===== src/rtl/delay_commutator_mdc.sv =====
// delay_commutator_mdc: radix-2 MDC delay commutator (lower delay line, 2x2 switch, upper delay line)
module delay_commutator_mdc #(
    parameter int DATA_W = 12,
    parameter int DELAY  = 8
) (
    input  logic              clk,
    input  logic              rst_n,
    input  logic              in_valid,
    input  logic              in_sop,
    input  logic [DATA_W-1:0] UI_real,
    input  logic [DATA_W-1:0] UI_imag,
    input  logic [DATA_W-1:0] LI_real,
    input  logic [DATA_W-1:0] LI_imag,
    output logic              out_valid,
    output logic              out_sop,
    output logic [DATA_W-1:0] UO_real,
    output logic [DATA_W-1:0] UO_imag,
    output logic [DATA_W-1:0] LO_real,
    output logic [DATA_W-1:0] LO_imag
);
    localparam int L = $clog2(DELAY);
    localparam int W = 2 * DATA_W;
    localparam logic [L:0] KD = (L+1)'(DELAY);
    logic [L:0]   k, kk;
    logic         primed, pe, sel;
    logic [W-1:0] ldl [DELAY];
    logic [W-1:0] udl [DELAY];
    logic [W-1:0] a, b, ld, x, y;
    always_comb begin
        a   = {UI_real, UI_imag};
        b   = {LI_real, LI_imag};
        kk  = in_sop ? '0 : k;
        pe  = !in_sop && primed;
        sel = kk[L];
        ld  = ldl[DELAY-1];
        x   = sel ? ld : a;
        y   = sel ? a : ld;
    end
    always_ff @(posedge clk) begin
        if (!rst_n) begin
            k         <= '0;
            primed    <= 1'b0;
            out_valid <= 1'b0;
            out_sop   <= 1'b0;
            UO_real   <= '0;
            UO_imag   <= '0;
            LO_real   <= '0;
            LO_imag   <= '0;
            for (int i = 0; i < DELAY; i++) begin
                ldl[i] <= '0;
                udl[i] <= '0;
            end
        end else begin
            out_valid <= in_valid && (pe || sel);
            out_sop   <= in_valid && !pe && kk == KD;
            if (in_valid) begin
                k                  <= kk + 1'b1;
                primed             <= pe || sel;
                {UO_real, UO_imag} <= udl[DELAY-1];
                {LO_real, LO_imag} <= y;
                ldl[0]             <= b;
                udl[0]             <= x;
                for (int i = 1; i < DELAY; i++) begin
                    ldl[i] <= ldl[i-1];
                    udl[i] <= udl[i-1];
                end
            end
        end
    end
endmodule


===== config.mk =====
export PLATFORM = sky130hd
export DESIGN_NAME = delay_commutator_mdc
export DESIGN_NICKNAME = d
export VERILOG_FILES = /design/src/rtl/delay_commutator_mdc.sv
export SDC_FILE = /design/constraint.sdc
export NUM_CORES = 1
export LEC_CHECK = 0
export BUFFER_PORTS_ARGS = -buffer_cell sky130_fd_sc_hd__buf_2
export CORE_MARGIN = 10
export CORE_UTILIZATION = 25
export CTS_BUF_LIST = sky130_fd_sc_hd__clkbuf_2
export DETAILED_ROUTE_END_ITERATION = 7
export PLACE_DENSITY = 0.41
export SETUP_SLACK_MARGIN = 0.5
export SLEW_MARGIN = 20
export SYNTH_ARGS = -nofsm -noshare
export SYNTH_HDL_FRONTEND = slang
export SYNTH_SLANG_ARGS = --single-unit

===== constraint.sdc =====
create_clock -name clk -period 10.8 [get_ports clk]
set_input_delay 1.08 -clock clk [delete_from_list [all_inputs] [get_ports clk]]
set_output_delay 1.08 -clock clk [all_outputs]
set_load 0.02 [all_outputs]

==> results.cfg, run 1 <==
[layout]
layout.nets = 1320
syn_to_final_growth_pct = 13.9
fill_cells = 6792
post-route-util_pct = 28.8
drive_above_1_share_pct = 22.5

[critical_path]
cp.required_ns = 11.44
crit_fanout = 169
path_cells = buf_8, nand2b_4, buf_4, buf_12
path_class = primary input to flop
critPathTopFamily = buffers and inverters
rrSetupSlack_ns = 8.88
crit_arrival_ns = 4.41
critPathSlowestCell = buf_4
crit_start = in_valid
crit_path_end_kind = flop
critPathLaunchType = primary input
rr_startpoint = k[3]
cp_slowest_stage_delay_ns = 0.90
critPathBufInv = 3

[route]
drt_iter0_drc = 604
remaining_drc_errors = 0
avgViaCountPerCell = 4.15
dr.pass1.iters = 4
wire_per_inst_um = 14.8
via_count = 9218
ant_nets = 0
drt_wl_total_um = 32900

[global_routing]
antenna_found_initial = 2
grt_pass1_wl_um = 52400
grt_max_degree = 170
grt_pass1_vias = 9437
grtUsageTotal_pct = 8.36
grt_overflow = 0

[job]
maxCapViolCount = 0

[floorplanning]
row_count = 94
die_h_um = 278
ioPinCount = 102
dieArea_sq_mm = 0.0773
die_w_um = 278
start_util_pct = 25.3
design.core.area_sq_mm = 0.0659

[logic_synthesis]
ys_types = 28
synth_cells = 1138
yosys.area.top_type_share_pct = 69.3
synth_enable_flop_cells = 384
synth_nets = 1191
avgSynthCellArea_sq_um = 14.6
ys_seq_area_share_pct = 75.9
synthArstFlopShare_pct = 0
yosysWarnings = 0
synth_ff_type = edfxtp_1
netlist_area_sq_mm = 0.0166
synth_seq_cells = 439
synth_area_leaders = edfxtp_1, and3_1, dfxtp_1
yosysTopAreaCell = edfxtp_1

[sta]
clock_skew_ns = 0.0968
final.min_clock_period_ns = 3.77
rsz0062_at_grt = false
fmax_mhz = 265
tightest_slew_ns = 1.03
finalSetupTns_ns = 0
setup_viol = 0
period_share_pct = 34.9
max_slew_margin_pct = 31.0
drv_slew = 0
hold_viol_final = 0

[power]
p_leak_nw = 8.32
peakVddDrop_mv = 0.0576
pwr_density_cell_mw_per_mm2 = 175

[cts]
cts_hold_buffers = 0
clock-root-buffer = clkbuf_2
clkSlewWorstSetupHoldPaths_ns = 0.09
cts_tree = done
cts_resized = 0
clock_insertion_delay_worst_skew_ns = 1.09
cts_setup_buffers = 0
cts-htree-levels = 3
clk_path_buf_depth = 3
numCtsBuffers = 113
clkSinkCount = 439

[worst_hold_path]
hp-start = UI_real[8]
hp-class = primary input to flop

[outcome]
status = finished, final reports clean

[placed_design]
gp_congestion = 0.722
portBuffers = 101
hpwl_um = 16900
flip-flops by register name (all words and copies together) (netlist names):
signal     count
LO_imag       12
LO_real       12
UO_imag       12
UO_real       12
k              4
ldl          192
out_sop        1
out_valid      1
primed         1
udl          192
power by group:
part	switching [mW]	leakage, nW	internal, mW
registers	0.0313	4.69	1.96
logic	0.111	2.82	0.0543
clock network	0.673	0.820	0.492
total	0.815	8.32	2.50
area by class of cell:
cell class	count	area, sq um	share of cell area, %
Clock inverter	18	133	0.699
Antenna cell	4	10.0	0.0528
Sequential cell	439	12600	66.6
Tap cell	864	1080	5.70
Clock buffer	184	921	4.86
Multi-Input combinational cell	603	3580	18.9
Timing Repair Buffer	110	606	3.19
layout by cell type, fill, tap and decap left out, types with 2 or more instances in the layout:
| cell type | netlist | routed |
|---|---|---|
| bufinv_16 | 0 | 2 |
| buf_2 | 22 | 99 |
| and2_1 | 96 | 96 |
| clkbuf_2 | 4 | 184 |
| o21ai_0 | 24 | 24 |
| a21oi_1 | 26 | 26 |
| a31oi_1 | 24 | 24 |
| mux2i_1 | 26 | 26 |
| dfxtp_1 | 55 | 55 |
| clkinv_1 | 0 | 12 |
| clkinvlp_4 | 0 | 2 |
| buf_4 | 8 | 8 |
| nand2b_1 | 3 | 2 |
| nand3_1 | 2 | 2 |
| nor2b_1 | 26 | 26 |
| and3_1 | 264 | 264 |
| nand2_1 | 100 | 100 |
| nor2_1 | 2 | 2 |
| edfxtp_1 | 384 | 384 |
| diode_2 | 0 | 4 |
| buf_8 | 0 | 2 |
worst paths after layout:
| check | cells past startpoint | endpoint |
|---|---|---|
| worst max-delay path | 4 | ldl[0][92] |
| worst min-delay path | 3 | LO_real[8] |
| worst max register to register | 3 | udl[0][16] |
| worst min register to register | 2 | UO_imag[1] |
metal layers:
layer	GRT usage, %	wire, um	part of all wire (%)	vias to the layer above
met3	3.36	2100	6.4	71
met4	3.87	863	2.6	0
met5	0	0	0	-
met2	12.2	14600	44	220
met1	10.7	15400	47	4421
li1	-	-	-	4506
synth_stat cells (2+ instances only):
master    instances
a31oi_1          24
mux2i_1          26
and3_1          264
buf_6             3
nor2_1            2
nand3_1           2
dfxtp_1          55
nand2b_1          3
a21oi_1          26
and2_1           96
buf_2            22
nor2b_1          26
edfxtp_1        384
clkbuf_1         59
buf_4             8
o21ai_0          24
nand2_1         100
clkbuf_2          4
per-stage QoR:
stage / std cells / hold slack, ns / instance area [sq um] / worst slack (ns) / power (mW)
floorplan: 1138 / 0.422 / 16600 / 3.94 / 2.15
global placement: 2016 / 0.438 / 17900 / 6.00 / 2.20
detailed placement: 2016 / 0.442 / 17900 / 5.96 / 2.20
CTS: 2218 / 0.0724 / 19000 / 7.18 / 3.40
global route: 2222 / 0.0749 / 19000 / 6.94 / 3.52
finish: 2222 / 0.279 / 19000 / 7.03 / 3.32
kinds of logic after synthesis:
kind of cell    share of synthesized area (%)
mux                                      1.56
flops                                    75.9
buf+inv                                  2.68
simple gates                             17.3
fa+ha+maj                              0.0751
compound gates                           2.52
worst register-to-register path: stages (launching register included):
cell     delay, ns
dfxtp_1       0.43
and2b_2       0.86
nand2_1       0.14
a21oi_1       0.31
(Power assumes the default switching activity.)
==> run 2, diff against run 1 <==
clock period = 3.1 ns   (was 10.8 ns; I/O delays follow)
==> run 2 against run 1 <==
  * Global-route usage increased by 0.26 points
  * Critical path depth unchanged
  * Final area increased by 7.7%
  * Utilization increased by 2.2 points
  * Total power increased to 3.5 times the previous value
  * Sequential share of layout area decreased by 4.8 points
  * Final cell count increased by 6.5%
  * Count of clock-buffer cells in the layout increased by 6
  * Register-to-register slack got worse by 8.0 ns
  * Wire length increased by 3.1%
  * Non-clock buffer count increased by 139
  * Critical endpoint is now LO_imag[9]
==> results.cfg, run 2 (synthesized netlist as in run 1, its figures left out) <==
[sta]
setup_viol = 0
fmax_mhz = 443
period_share_pct = 72.8
fin_worst_hold_slack_ns = 0.201
hold_viol_final = 0
final.min_clock_period_ns = 2.26
finalSetupTns_ns = 0
setup_ws_ns = 0.845
clock_skew_ns = 0.0846
rsz0062_at_grt = false
tightest_slew_ns = 1.00
drv_slew = 0
max_slew_margin_pct = 33.3

[placed_design]
gp_congestion = 0.703
hpwl_um = 17500
place_ws_ns = 0.957
portBuffers = 101

[critical_path]
path_class = flop to flop
critPathLaunchType = flop
crit_path_end_kind = flop
crit_arrival_ns = 3.24
cp.required_ns = 4.09
crit_fanout = 48

[power]
p_leak_nw = 9.02
peakVddDrop_mv = 0.219
p_total_mw = 11.7
pwr_density_cell_mw_per_mm2 = 571

[cts]
cts_tree = done
clk_path_buf_depth = 3
cts-htree-levels = 3
cts_setup_buffers = 0
cts_resized = 0
numCtsBuffers = 112
clkSlewWorstSetupHoldPaths_ns = 0.11
clkSinkCount = 439
clock_insertion_delay_worst_skew_ns = 1.09
clock-root-buffer = clkbuf_2

[layout]
fill_cells = 6752
layout.nets = 1458
post-route-util_pct = 31.0
final_common_cell = edfxtp_1
syn_to_final_growth_pct = 22.7
final_cell_mix = edfxtp_1, and3_1, clkbuf_2
drive_above_1_share_pct = 21.1
largestRegisters = ldl x192, udl x192

[floorplanning]
row_count = 94
die_h_um = 278
design.core.area_sq_mm = 0.0659
die_w_um = 278
ioPinCount = 102
dieArea_sq_mm = 0.0773
start_util_pct = 25.3

[worst_hold_path]
hp-class = primary input to flop

[route]
ant_nets = 0
wire_per_inst_um = 14.4
dr.pass1.iters = 5
via_count = 9765
avgViaCountPerCell = 4.13
remaining_drc_errors = 0
drt_wl_total_um = 34000
drt_iter0_drc = 609

[global_routing]
grt_pass1_vias = 10268
antenna_found_initial = 3
grt_pass1_wl_um = 54700
grt_overflow = 0
grtUsageTotal_pct = 8.62
grt_max_degree = 259

[job]
maxCapViolCount = 0

[outcome]
status = finished, final reports clean
## run 2: metrics by stage
step / area, sq um / instances
after floorplan: 16700 / 1138
after global placement: 18000 / 2022
after detailed placement: 18000 / 2022
after CTS: 20400 / 2363
after global routing: 20400 / 2366
final: 20400 / 2366
## run 2: worst max-delay path, cell delays in order (launching register included)
cell and delay [ns]:
dfxtp_1 0.44, and2b_2 0.83, nand2_1 0.13, a31oi_1 0.21
dlygate4sd3_1 0.58
## run 2: layout make-up
cell class / instances / area [sq um] / share of cell area (%)
clock inverter: 18 / 104 / 0.508
timing repair buffer: 249 / 2070 / 10.1
multi-input combinational: 603 / 3580 / 17.5
clock buffer: 190 / 951 / 4.66
antenna: 3 / 7.51 / 0.0368
sequential: 439 / 12600 / 61.9
tap: 864 / 1080 / 5.29
## run 2: report_power, final
group	total [mW]	switching (mW)	internal, mW	leakage, nW
clock network	4.01	2.33	1.67	0.839
registers	6.93	0.111	6.82	4.69
logic	0.735	0.417	0.318	3.50
## run 2: path summary, 6_finish.rpt
kind                                 start         end  slack (ns)  cells after the start
worst max-delay path                  k[3]  LO_imag[9]        0.84                      4
worst min register to register  udl[7][21]  UO_real[9]        0.45                      2
worst min-delay path            UI_real[8]  udl[0][20]        0.20                      4
worst max register to register        k[3]  LO_imag[9]        0.84                      4
## run 2: routing by layer
layer	global-route usage (%)	up-vias	part of all wire, %
li1	-	4784	-
met1	11.0	4670	48
met2	13.0	228	44
met3	2.93	83	5.5
met4	3.90	0	2.5
met5	0	-	0
## run 2: repair_timing
action | in CTS | in global routing
endpoints found under the setup margin | 0 | 0
hold buffers | 133 | 0
hold endpoints to repair | 223 | 0
==> run 3, diff against run 2 <==
PLACE_DENSITY = 0.4   (was 0.41)
clock period = 2.3 ns   (was 3.1 ns; I/O delays follow)
==> run 3 against run 2 <==
  * Register-to-register slack got worse by 0.14 ns
  * Count of clock-buffer cells in the layout rose by 4
  * Largest cell class unchanged
  * Clock power rose by 34%
  * Sequential power increased by 35%
  * Critical path type is now primary input to flop
  * Largest power group unchanged
  * Critical endpoint is now primed
  * Worst setup slack worse by 0.37 ns
  * First-iteration DRC count down 11%
  * Die area stayed put
==> results.cfg, run 3 (synthesized netlist as in run 1, its figures left out) <==
[placed_design]
portBuffers = 101
hpwl_um = 18100
gp_congestion = 0.695
dp_cells = 2027

[route]
avgViaCountPerCell = 4.11
via_count = 9782
remaining_drc_errors = 0
drt_iter0_drc = 544
dr.pass1.iters = 6
wire_per_inst_um = 14.9
ant_nets = 0
drt_wl_total_um = 35500

[floorplanning]
die_w_um = 278
dieArea_sq_mm = 0.0773
row_count = 94
die_h_um = 278
ioPinCount = 102
start_util_pct = 25.3
design.core.area_sq_mm = 0.0659

[cts]
cts_tree = done
clk_path_buf_depth = 3
clkSinkCount = 439
cts-htree-levels = 3
clock-root-buffer = clkbuf_2
numCtsBuffers = 115
clock_insertion_delay_worst_skew_ns = 1.08
clkSlewWorstSetupHoldPaths_ns = 0.11

[layout]
layout.nets = 1471
final_common_cell = edfxtp_1
fill_cells = 6614
drive_above_1_share_pct = 26.1
final_cell_mix = edfxtp_1, and3_1, clkbuf_2
post-route-util_pct = 31.8
syn_to_final_growth_pct = 26.0
final_cells = 2380
largestRegisters = ldl x192, udl x192

[critical_path]
crit_fanout = 7
cp.required_ns = 3.29
critPathLaunchType = primary input
rrSetupSlack_ns = 0.70
crit_path_end_kind = flop
crit_arrival_ns = 2.82
path_class = primary input to flop

[sta]
period_share_pct = 79.3
final.min_clock_period_ns = 1.82
rsz0062_at_grt = true
setup_viol = 0
tightest_slew_ns = 0.833
fin_worst_hold_slack_ns = 0.183
finalSetupTns_ns = 0
hold_viol_final = 0
drv_slew = 0
clock_skew_ns = 0.0813
max_slew_margin_pct = 44.4
fmax_mhz = 548

[power]
combPwrFrac_pct = 6.8
intPower_mw = 11.9
p_sw_share_pct = 24.8
pwr_density_cell_mw_per_mm2 = 753
pwr-share-clk_pct = 34.0
p_leak_nw = 9.16
switching_power_mw = 3.92
p_seq_share_pct = 59.2
peakVddDrop_mv = 0.326

[global_routing]
antenna_found_initial = 5
grtUsageTotal_pct = 9.02
grt_pass1_vias = 10172
grt_max_degree = 217
grt_overflow = 0
grt_pass1_wl_um = 56600

[worst_hold_path]
hp-class = primary input to flop

[job]
maxCapViolCount = 0

[outcome]
status = finished, final reports clean
## run 3: layer usage
metal	global-route usage [%]	vias to the layer above	wire (um)	share of wire, %
met5	0	-	23	0.065
met4	4.21	4	1130	3.2
met3	3.10	93	1950	5.5
met2	13.3	217	15700	44
met1	11.7	4645	16700	47
li1	-	4823	-	-
## run 3: through the flow
stage / cell area, sq um / setup WS, ns / total power, mW
6_report: 21000 / 0.475 / 15.8
5_1_grt: 21000 / 0.243 / 16.7
2_1_floorplan: 16700 / -1.29 / 10.0
3_3_place_gp: 18100 / 0.542 / 10.4
3_5_place_dp: 18100 / 0.517 / 10.4
4_1_cts: 20900 / 0.259 / 16.2
## run 3: path summary, 6_finish.rpt
check | from | to | cells after the start
worst min register to register | ldl[0][130] | ldl[0][154] | 1
worst min-delay path | UI_imag[1] | udl[0][1] | 4
worst max register to register | k[3] | LO_real[2] | 4
worst max-delay path | in_sop | primed | 8
## run 3: critical path: stages
cell and delay [ns]:
dlygate4sd3_1 0.52, buf_2 0.16, dlygate4sd3_1 0.61, nand2_1 0.08, nand2_1 0.09, dlygate4sd3_1 0.54, nor2_1 0.04, dlygate4sd3_1 0.54
## run 3: final cells by class
cell class / instances / area (sq um) / area share [%]
well taps: 864 / 1080 / 5.15
flip-flops and latches: 439 / 12700 / 60.6
clock buffers: 194 / 971 / 4.63
repair buffers: 259 / 2550 / 12.1
diodes: 5 / 12.5 / 0.0597
multi-input cells: 603 / 3580 / 17.1
clock inverters: 16 / 76.3 / 0.364
## run 3: power groups by stage
stage | registers (mW) | logic [mW] | clock network, mW
detailed placement | 9.53 | 0.857 | 0
global route | 9.40 | 1.20 | 6.13
CTS | 9.36 | 1.10 | 5.71
floorplan | 9.56 | 0.481 | 0
finish | 9.35 | 1.08 | 5.37
global placement | 9.52 | 0.847 | 0
## run 3: repair_timing
item,in CTS,in global routing
hold buffers,122,0
pin swaps,0,0
cloned,0,1
gates resized for setup,152,5
hold endpoints to repair,437,0
setup endpoints to repair,50,54
buffers inserted,13,2
